### src/rtl/fp_operand_unpack_stage.sv
// Operand-preparation stage ahead of the dual-path adder: unpacks two IEEE-754
// singles into flags/exponent/significand and normalises subnormals over several cycles.
module fp_operand_unpack_stage #(
  parameter int unsigned SHIFT_STEP = 1
) (
  input  logic        clk,
  input  logic        rst_n,
  input  logic        in_valid,
  output logic        in_ready,
  input  logic        in_is_add,
  input  logic [2:0]  in_rounding_mode,
  input  logic [31:0] in_f,
  input  logic [31:0] in_g,
  output logic        out_valid,
  input  logic        out_ready,
  output logic        out_is_add,
  output logic [2:0]  out_rounding_mode,
  output logic        uf_nan,
  output logic        uf_inf,
  output logic        uf_zero,
  output logic        uf_subnormal,
  output logic        uf_sign,
  output logic [9:0]  uf_exponent,
  output logic [23:0] uf_significand,
  output logic        ug_nan,
  output logic        ug_inf,
  output logic        ug_zero,
  output logic        ug_subnormal,
  output logic        ug_sign,
  output logic [9:0]  ug_exponent,
  output logic [23:0] ug_significand
);

  typedef enum logic [1:0] {
    S_IDLE  = 2'd0,
    S_NORM  = 2'd1,
    S_VALID = 2'd2
  } state_t;

  typedef struct packed {
    logic        nan;
    logic        inf;
    logic        zero;
    logic        sub;
    logic        sign;
    logic [9:0]  exp;
    logic [23:0] sig;
  } unp_t;

  function automatic unp_t unpack(input logic [31:0] x);
    unp_t       u;
    logic [7:0] e;
    logic [22:0] m;
    e = x[30:23];
    m = x[22:0];
    u = '0;
    u.sign = x[31];
    if (e == 8'h00) begin
      if (m == '0) begin
        u.zero = 1'b1;
      end else begin
        u.sub = 1'b1;
        u.exp = 10'h382;
        u.sig = {1'b0, m};
      end
    end else if (e == 8'hFF) begin
      u.exp = 10'h0FF;
      if (m == '0) u.inf = 1'b1;
      else         u.nan = 1'b1;
    end else begin
      u.exp = {2'b00, e} - 10'd127;
      u.sig = {1'b1, m};
    end
    return u;
  endfunction

  // A wide step is only taken when it cannot push the leading one past bit 23.
  function automatic unp_t norm_step(input unp_t u);
    unp_t r;
    r = u;
    if (u.sub && !u.sig[23]) begin
      if (u.sig[23 -: SHIFT_STEP] == '0) begin
        r.sig = u.sig << SHIFT_STEP;
        r.exp = u.exp - 10'(SHIFT_STEP);
      end else begin
        r.sig = u.sig << 1;
        r.exp = u.exp - 10'd1;
      end
    end
    return r;
  endfunction

  state_t r_state, w_next;
  unp_t   r_f, r_g;
  logic   r_is_add;
  logic [2:0] r_rm;
  logic   r_live;

  unp_t   w_uf, w_ug, w_nf, w_ng;
  logic   w_in_ready, w_accept, w_any_sub, w_norm_done;

  assign w_uf        = unpack(in_f);
  assign w_ug        = unpack(in_g);
  assign w_nf        = norm_step(r_f);
  assign w_ng        = norm_step(r_g);
  assign w_any_sub   = w_uf.sub | w_ug.sub;
  assign w_norm_done = (!w_nf.sub | w_nf.sig[23]) & (!w_ng.sub | w_ng.sig[23]);

  // r_live keeps in_ready low while reset is asserted even though the FSM sits in IDLE.
  assign w_in_ready = r_live & ((r_state == S_IDLE) | ((r_state == S_VALID) & out_ready));
  assign w_accept   = in_valid & w_in_ready;

  always_comb begin
    w_next = r_state;
    case (r_state)
      S_IDLE: begin
        if (w_accept) w_next = w_any_sub ? S_NORM : S_VALID;
      end
      S_NORM: begin
        if (w_norm_done) w_next = S_VALID;
      end
      S_VALID: begin
        if (out_ready) begin
          if (w_accept) w_next = w_any_sub ? S_NORM : S_VALID;
          else          w_next = S_IDLE;
        end
      end
      default: w_next = S_IDLE;
    endcase
  end

  always_ff @(posedge clk or negedge rst_n) begin
    if (!rst_n) begin
      r_state  <= S_IDLE;
      r_f      <= '0;
      r_g      <= '0;
      r_is_add <= 1'b0;
      r_rm     <= '0;
      r_live   <= 1'b0;
    end else begin
      r_state <= w_next;
      r_live  <= 1'b1;
      if (w_accept) begin
        r_f      <= w_uf;
        r_g      <= w_ug;
        r_is_add <= in_is_add;
        r_rm     <= in_rounding_mode;
      end else if (r_state == S_NORM) begin
        r_f <= w_nf;
        r_g <= w_ng;
      end
    end
  end

  assign in_ready          = w_in_ready;
  assign out_valid         = (r_state == S_VALID);
  assign out_is_add        = r_is_add;
  assign out_rounding_mode = r_rm;

  assign uf_nan         = r_f.nan;
  assign uf_inf         = r_f.inf;
  assign uf_zero        = r_f.zero;
  assign uf_subnormal   = r_f.sub;
  assign uf_sign        = r_f.sign;
  assign uf_exponent    = r_f.exp;
  assign uf_significand = r_f.sig;

  assign ug_nan         = r_g.nan;
  assign ug_inf         = r_g.inf;
  assign ug_zero        = r_g.zero;
  assign ug_subnormal   = r_g.sub;
  assign ug_sign        = r_g.sign;
  assign ug_exponent    = r_g.exp;
  assign ug_significand = r_g.sig;

endmodule

### config.mk
export PLATFORM = sky130hd
export DESIGN_NAME = fp_operand_unpack_stage
export DESIGN_NICKNAME = d
export VERILOG_FILES = /design/src/rtl/fp_operand_unpack_stage.sv
export SDC_FILE = /design/constraint.sdc
export NUM_CORES = 1
export LEC_CHECK = 0
export ABC_AREA = 1
export BUFFER_PORTS_ARGS = -buffer_cell sky130_fd_sc_hd__buf_2
export CAP_MARGIN = 40
export CORE_ASPECT_RATIO = 1.25
export CORE_UTILIZATION = 40
export DETAILED_ROUTE_END_ITERATION = 10
export PLACE_DENSITY = 0.65
export RECOVER_POWER = 100
export SETUP_SLACK_MARGIN = 0.2
export SLEW_MARGIN = 10
export SYNTH_ARGS = -nofsm -noshare
export SYNTH_HDL_FRONTEND = slang
export SYNTH_SLANG_ARGS = --single-unit
### constraint.sdc
create_clock -name clk -period 1.7 [get_ports clk]
set_input_delay 0.085 -clock clk [delete_from_list [all_inputs] [get_ports clk]]
set_output_delay 0.085 -clock clk [all_outputs]
set_load 0.02 [all_outputs]
==> reports/results.ini, run 1 <==
[outcome]
status=completed

[clock_network]
root_buffer=clkbuf_16
clk_pin_slew_worst_paths_ps=60
cts_buffers=9
cts_tree=done
clockBufferDepth=2
clock_sinks=85
clk_latency_ps=340
htree_levels=3

[die]
core_sq_um=11800
start_util=0.418
die_w_microns=101
rows=44
io_pins=156
fp.dieH_microns=126
fp.dieArea_sq_um=12800

[route]
vias_per_cell=5.23
drt_pass1_iterations=5
ant_nets=0
wl_microns=14900
drt_iter0_markers=342
drc=0
vias=5284
post_drt_wl_per_cell_microns=14.7

[cells_and_area]
fin_util=0.546
fin_nets=922
final_cells=1010
area_growth_pct=30.8
drive_gt1_frac=0.184
num_antenna_cells=0

[timing]
fin_tns_setup_ps=0
max_freq_mhz=659
whs_ps=11.1
slew_headroom=0.436
worst_pin_slew_ps=846
rsz0062_at_grt=yes
final_hold_viol_count=0
slew_violations=0
period_share=0.892
setup_viol=0
fin_worst_skew_ps=3.77
period_minus_slack_ps=1520

[synth]
synth_seq_cells=85
synth_top_area_cell=dfrtp_1
synth_cell_type_count=38
synthCells=672
synth_most_common_cell=nand2_1
synthArstFlopShare=1.00
synthFlopType=dfrtp_1
synth_warnings=0
yosys-top-cells-count=nand2_1, nor2_1, dfrtp_1
ys_top_cells_by_area=dfrtp_1, nand2_1, nor2_1, a21oi_1, nand3_1
seq_area_frac_synth=0.432
yosys.area.top_type_share=0.432
synth_area_sq_um=4920
syn-num-nets=750
synth_enable_flop_cells=0
avgSynthCellArea_sq_um=7.32

[critical_path]
regToRegStartpoint=ug_subnormal
crit_chain=inv_1, nor2_2, nand2_2, buf_12, inv_1, nand2_1, o211ai_1, a21oi_1, nand2_1, nand2_1
reg2reg_slack_ps=180
required_ps=1930
reg2reg_depth=10
timing.rr.end=r_state[1]
critPathLaunchType=flop
cp.arrival_ps=1750
timing.setup.critical_path_class=reg2reg
cp_num_buf_inv=3
crit_top_cell=nand2_1
critPathTopFamily=simple AND/OR/NAND/NOR gates
slowest_stage=dfrtp_1
cpPeakStageDelay_ps=430
end_kind=flop
worstPathMaxFanout=23

[min_path]
hold_start=in_g[11]
hold_depth=3
hold_end=ug_significand[11]
hp-class=in2reg

[place]
numPortBuffers=155
hpwl_microns=10200
gp_congestion=0.858
placed_cells=974

[global_route]
grt_max_degree=39
met3_usage=0.0366
grt_pass1_vias=4993
grt_pass1_wl_microns=23800
grt_overflow_total=0
grt_busiest_layer=met2
antenna_found_initial=0
grtUsageMet1=0.310
grt_usage=0.236
met2_usage=0.387

[pwr]
p_total_w=0.00627
power_density_nw_per_um2=975
ir_drop_mv=0.585
p_leak_nw=2.99

[flow_run]
maxCapViolCount=0

[worst max path at each step]
stage                               from        endpoint  slack (ps)  cells past startpoint
after floorplan           ug_exponent[0]  ug_exponent[8]         230                      9
after CTS                     r_state[0]  uf_exponent[9]         180                      8
after global routing        ug_subnormal      r_state[1]          70                     10
after global placement        r_state[1]  uf_exponent[9]         130                      8
final                       ug_subnormal      r_state[1]         180                     10
after detailed placement      r_state[0]  uf_exponent[9]          70                      8
[stage by stage]
stage	area, sq um	setup WS (ps)
final	6440	183
after detailed placement	5900	72.9
after global routing	6440	68.0
after floorplan	4920	230
after CTS	6350	178
after global placement	5900	134
[kinds of logic after synthesis]
| family | count (synthesis) | synth area share |
|---|---|---|
| buffers and inverters | 81 | 0.0757 |
| AO/OA/AOI/OAI | 137 | 0.153 |
| XOR/XNOR | 10 | 0.0178 |
| flip-flops | 85 | 0.432 |
| other | 1 | 0.000762 |
| AND/OR/NAND/NOR | 352 | 0.306 |
| adder cells (fa/ha/maj) | 6 | 0.0153 |
[tightest hold or removal path, cell delays in order]
cell	delay, ps
buf_2	100
nand3_1	70
a21oi_1	50
[what timing repair did]
item                                   in CTS  in global routing
gates resized for setup                    10                 47
hold buffers                                7                  0
setup endpoints to repair                  63                 67
gates cloned                                3                  1
setup buffers                               1                  8
pin swaps                                   1                  7
endpoints found under the hold margin      35                  0
[layout make-up]
type | count | area [sq um]
Sequential cell | 85 | 2130
Clock inverter | 4 | 47.5
Multi-Input combinational cell | 508 | 2530
Timing Repair Buffer | 191 | 1080
Fill cell | 1176 | 5350
Inverter | 49 | 199
Tap cell | 161 | 201
Clock buffer | 12 | 246
[state kept, by name, indices dropped and copies added (netlist names)]
signal	flops
out_is_add	1
uf_zero	1
ug_sign	1
ug_subnormal	1
uf_inf	1
r_state	2
r_live	1
ug_inf	1
uf_nan	1
uf_sign	1
out_rounding_mode	3
uf_significand	24
uf_exponent	10
ug_nan	1
ug_zero	1
ug_significand	24
ug_exponent	10
uf_subnormal	1
[where the power goes]
group | internal (W) | total, W | switching, W
clock | 0.00117 | 0.00196 | 0.000790
combinational | 0.000569 | 0.00170 | 0.00113
sequential | 0.00232 | 0.00261 | 0.000287
[metal layers]
| layer | up-vias | part of all wire |
|---|---|---|
| met5 | - | 0 |
| met4 | 0 | 0.028 |
| met3 | 33 | 0.054 |
| met2 | 208 | 0.49 |
| met1 | 2478 | 0.42 |
| li1 | 2565 | - |
[placed cells by master (no fill, tap or decap), types with 5 or more instances in the layout]
master and instances:
a21oi_1 74, a22oi_1 5, a31oi_1 7, buf_12 7, buf_2 71, buf_4 13
clkbuf_1 88, clkbuf_16 10, dfrtp_1 84, dlygate4sd3_1 7, inv_1 41, nand2_1 133
nand2_2 6, nand3_1 76, nor2_1 109, nor2_2 7, nor2_4 5, o21ai_0 35
xor2_1 7
Note: power is estimated with default switching activity, not from simulation.
==> inputs of run 2 (changes only) <==
Settings changed: CORE_MARGIN set to 2, CTS_CLUSTER_DIAMETER set to 120.
==> run 2 against run 1 <==
Critical path depth shrank 3; cell count grew 0.59%; sequential cell count is the same; hold slack lost 1.6 ps; clock power grew 16%; non-clock buffer count grew 4; maximum frequency grew 1.1%; global-route usage shrank 2.0 points; first-iteration DRC count grew 7.0%; design area grew 2.2%; register-to-register slack gained 20 ps; clock skew grew 1.8 ps; critical path type unchanged; largest cell class unchanged.
==> reports/results.ini, run 2 (synthesis results as in run 1) <==
[clock_network]
clock_sinks=85
clockBufferDepth=2
root_buffer=clkbuf_16
cts_tree=done
clk_pin_slew_worst_paths_ps=60
cts_buffers=9
htree_levels=3
clk_latency_ps=340

[route]
vias=5310
post_drt_wl_per_cell_microns=15.1
drc=0
drt_iter0_markers=366
vias_per_cell=5.23
drt_pass1_iterations=5
wl_microns=15300
ant_nets=0

[critical_path]
timing.rr.end=ug_exponent[0]
end_kind=flop
cpPeakStageDelay_ps=400
slowest_stage=dfrtp_1
reg2reg_slack_ps=200
worstPathMaxFanout=5
cp_num_buf_inv=3
reg2reg_depth=7
critPathTopFamily=buffers and inverters
timing.setup.critical_path_class=reg2reg
required_ps=1950
crit_chain=inv_1, nand4_4, clkbuf_1, buf_12, nor2_4, nand2_1, a22oi_1
regToRegStartpoint=r_state[0]
critPathLaunchType=flop
cp.arrival_ps=1750

[timing]
worst_pin_slew_ps=923
period_minus_slack_ps=1500
rsz0062_at_grt=yes
slew_headroom=0.385
max_freq_mhz=666
period_share=0.883
fin_ws_ps=199
setup_viol=0
whs_ps=9.49
fin_tns_setup_ps=0
final_hold_viol_count=0
slew_violations=0
fin_worst_skew_ps=5.61

[cells_and_area]
layout_commonest_cell=nand2_1
num_antenna_cells=0
num-fill-cells=1188
multiInputGateArea_sq_um=2500
regArea_sq_um=2130
fin_nets=925
area_growth_pct=33.7
drive_gt1_frac=0.178
final_cell_mix=nand2_1, nor2_1, clkbuf_1, dfrtp_1, a21oi_1

[min_path]
hold_start=in_g[10]
hold_depth=3
hp-class=in2reg
hold_end=ug_significand[10]

[die]
io_pins=156
fp.dieH_microns=128
start_util=0.407
die_w_microns=103
rows=45
core_sq_um=12100
fp.dieArea_sq_um=13200

[place]
dp_slack_ps=77.3
hpwl_microns=10300
gp_congestion=0.848
numPortBuffers=155

[global_route]
grt_pass1_vias=4773
grt_usage=0.216
antenna_found_initial=0
grt_pass1_wl_microns=22900
grt_max_degree=36
grt_overflow_total=0

[pwr]
ir_drop_mv=0.554
p_leak_nw=3.06
power_density_nw_per_um2=1000

[outcome]
status=completed

[flow_run]
maxCapViolCount=0

## run 2: routing by layer
| metal | track usage | share of wire | vias up |
|---|---|---|---|
| met3 | 0.0393 | 0.057 | 29 |
| met4 | 0.0820 | 0.024 | 0 |
| met1 | 0.288 | 0.42 | 2530 |
| met2 | 0.348 | 0.49 | 184 |
| li1 | - | - | 2567 |
| met5 | 0 | 0 | - |
## run 2: worst max path at each step
stage	cells after the start	slack (ps)	startpoint	to
floorplan	9	230	ug_exponent[0]	ug_exponent[8]
global placement	8	150	r_state[1]	uf_exponent[9]
detailed placement	8	80	r_state[1]	uf_exponent[9]
CTS	6	200	r_state[1]	ug_exponent[5]
global route	11	100	r_state[1]	r_state[1]
finish	7	200	r_state[0]	ug_exponent[0]
## run 2: layout make-up
class | instances | share of cell area
Multi-Input combinational cell | 507 | 0.381
Sequential cell | 85 | 0.323
Timing Repair Buffer | 195 | 0.183
Clock buffer | 12 | 0.0375
Tap cell | 164 | 0.0312
Inverter | 49 | 0.0302
Clock inverter | 4 | 0.0145
## run 2: worst min-delay path, stage by stage
cell	delay (ps)
buf_2	100
nand3_1	70
a21oi_1	60
## run 2: report_power, final
part           internal (W)  switching [W]
Sequential          0.00232       0.000277
Clock               0.00148       0.000796
Combinational      0.000589        0.00114
Total               0.00439        0.00221
## run 2: what timing repair did
item	4_1_cts	5_1_grt
buffers inserted	1	10
hold buffers	7	0
gates cloned	1	6
hold endpoints to repair	39	0
setup endpoints to repair	20	65
gates resized for setup	3	53
pin swaps	1	5
## run 2: per-stage QoR
stage / util / instance area [sq um] / power (W) / std cells
6_report: 0.543 / 6580 / 0.00660 / 1016
3_5_place_dp: 0.487 / 5900 / 0.00432 / 975
4_1_cts: 0.523 / 6340 / 0.00663 / 1000
2_1_floorplan: - / 4920 / 0.00363 / 672
5_1_grt: 0.543 / 6580 / 0.00693 / 1016
3_3_place_gp: 0.487 / 5900 / 0.00429 / 975
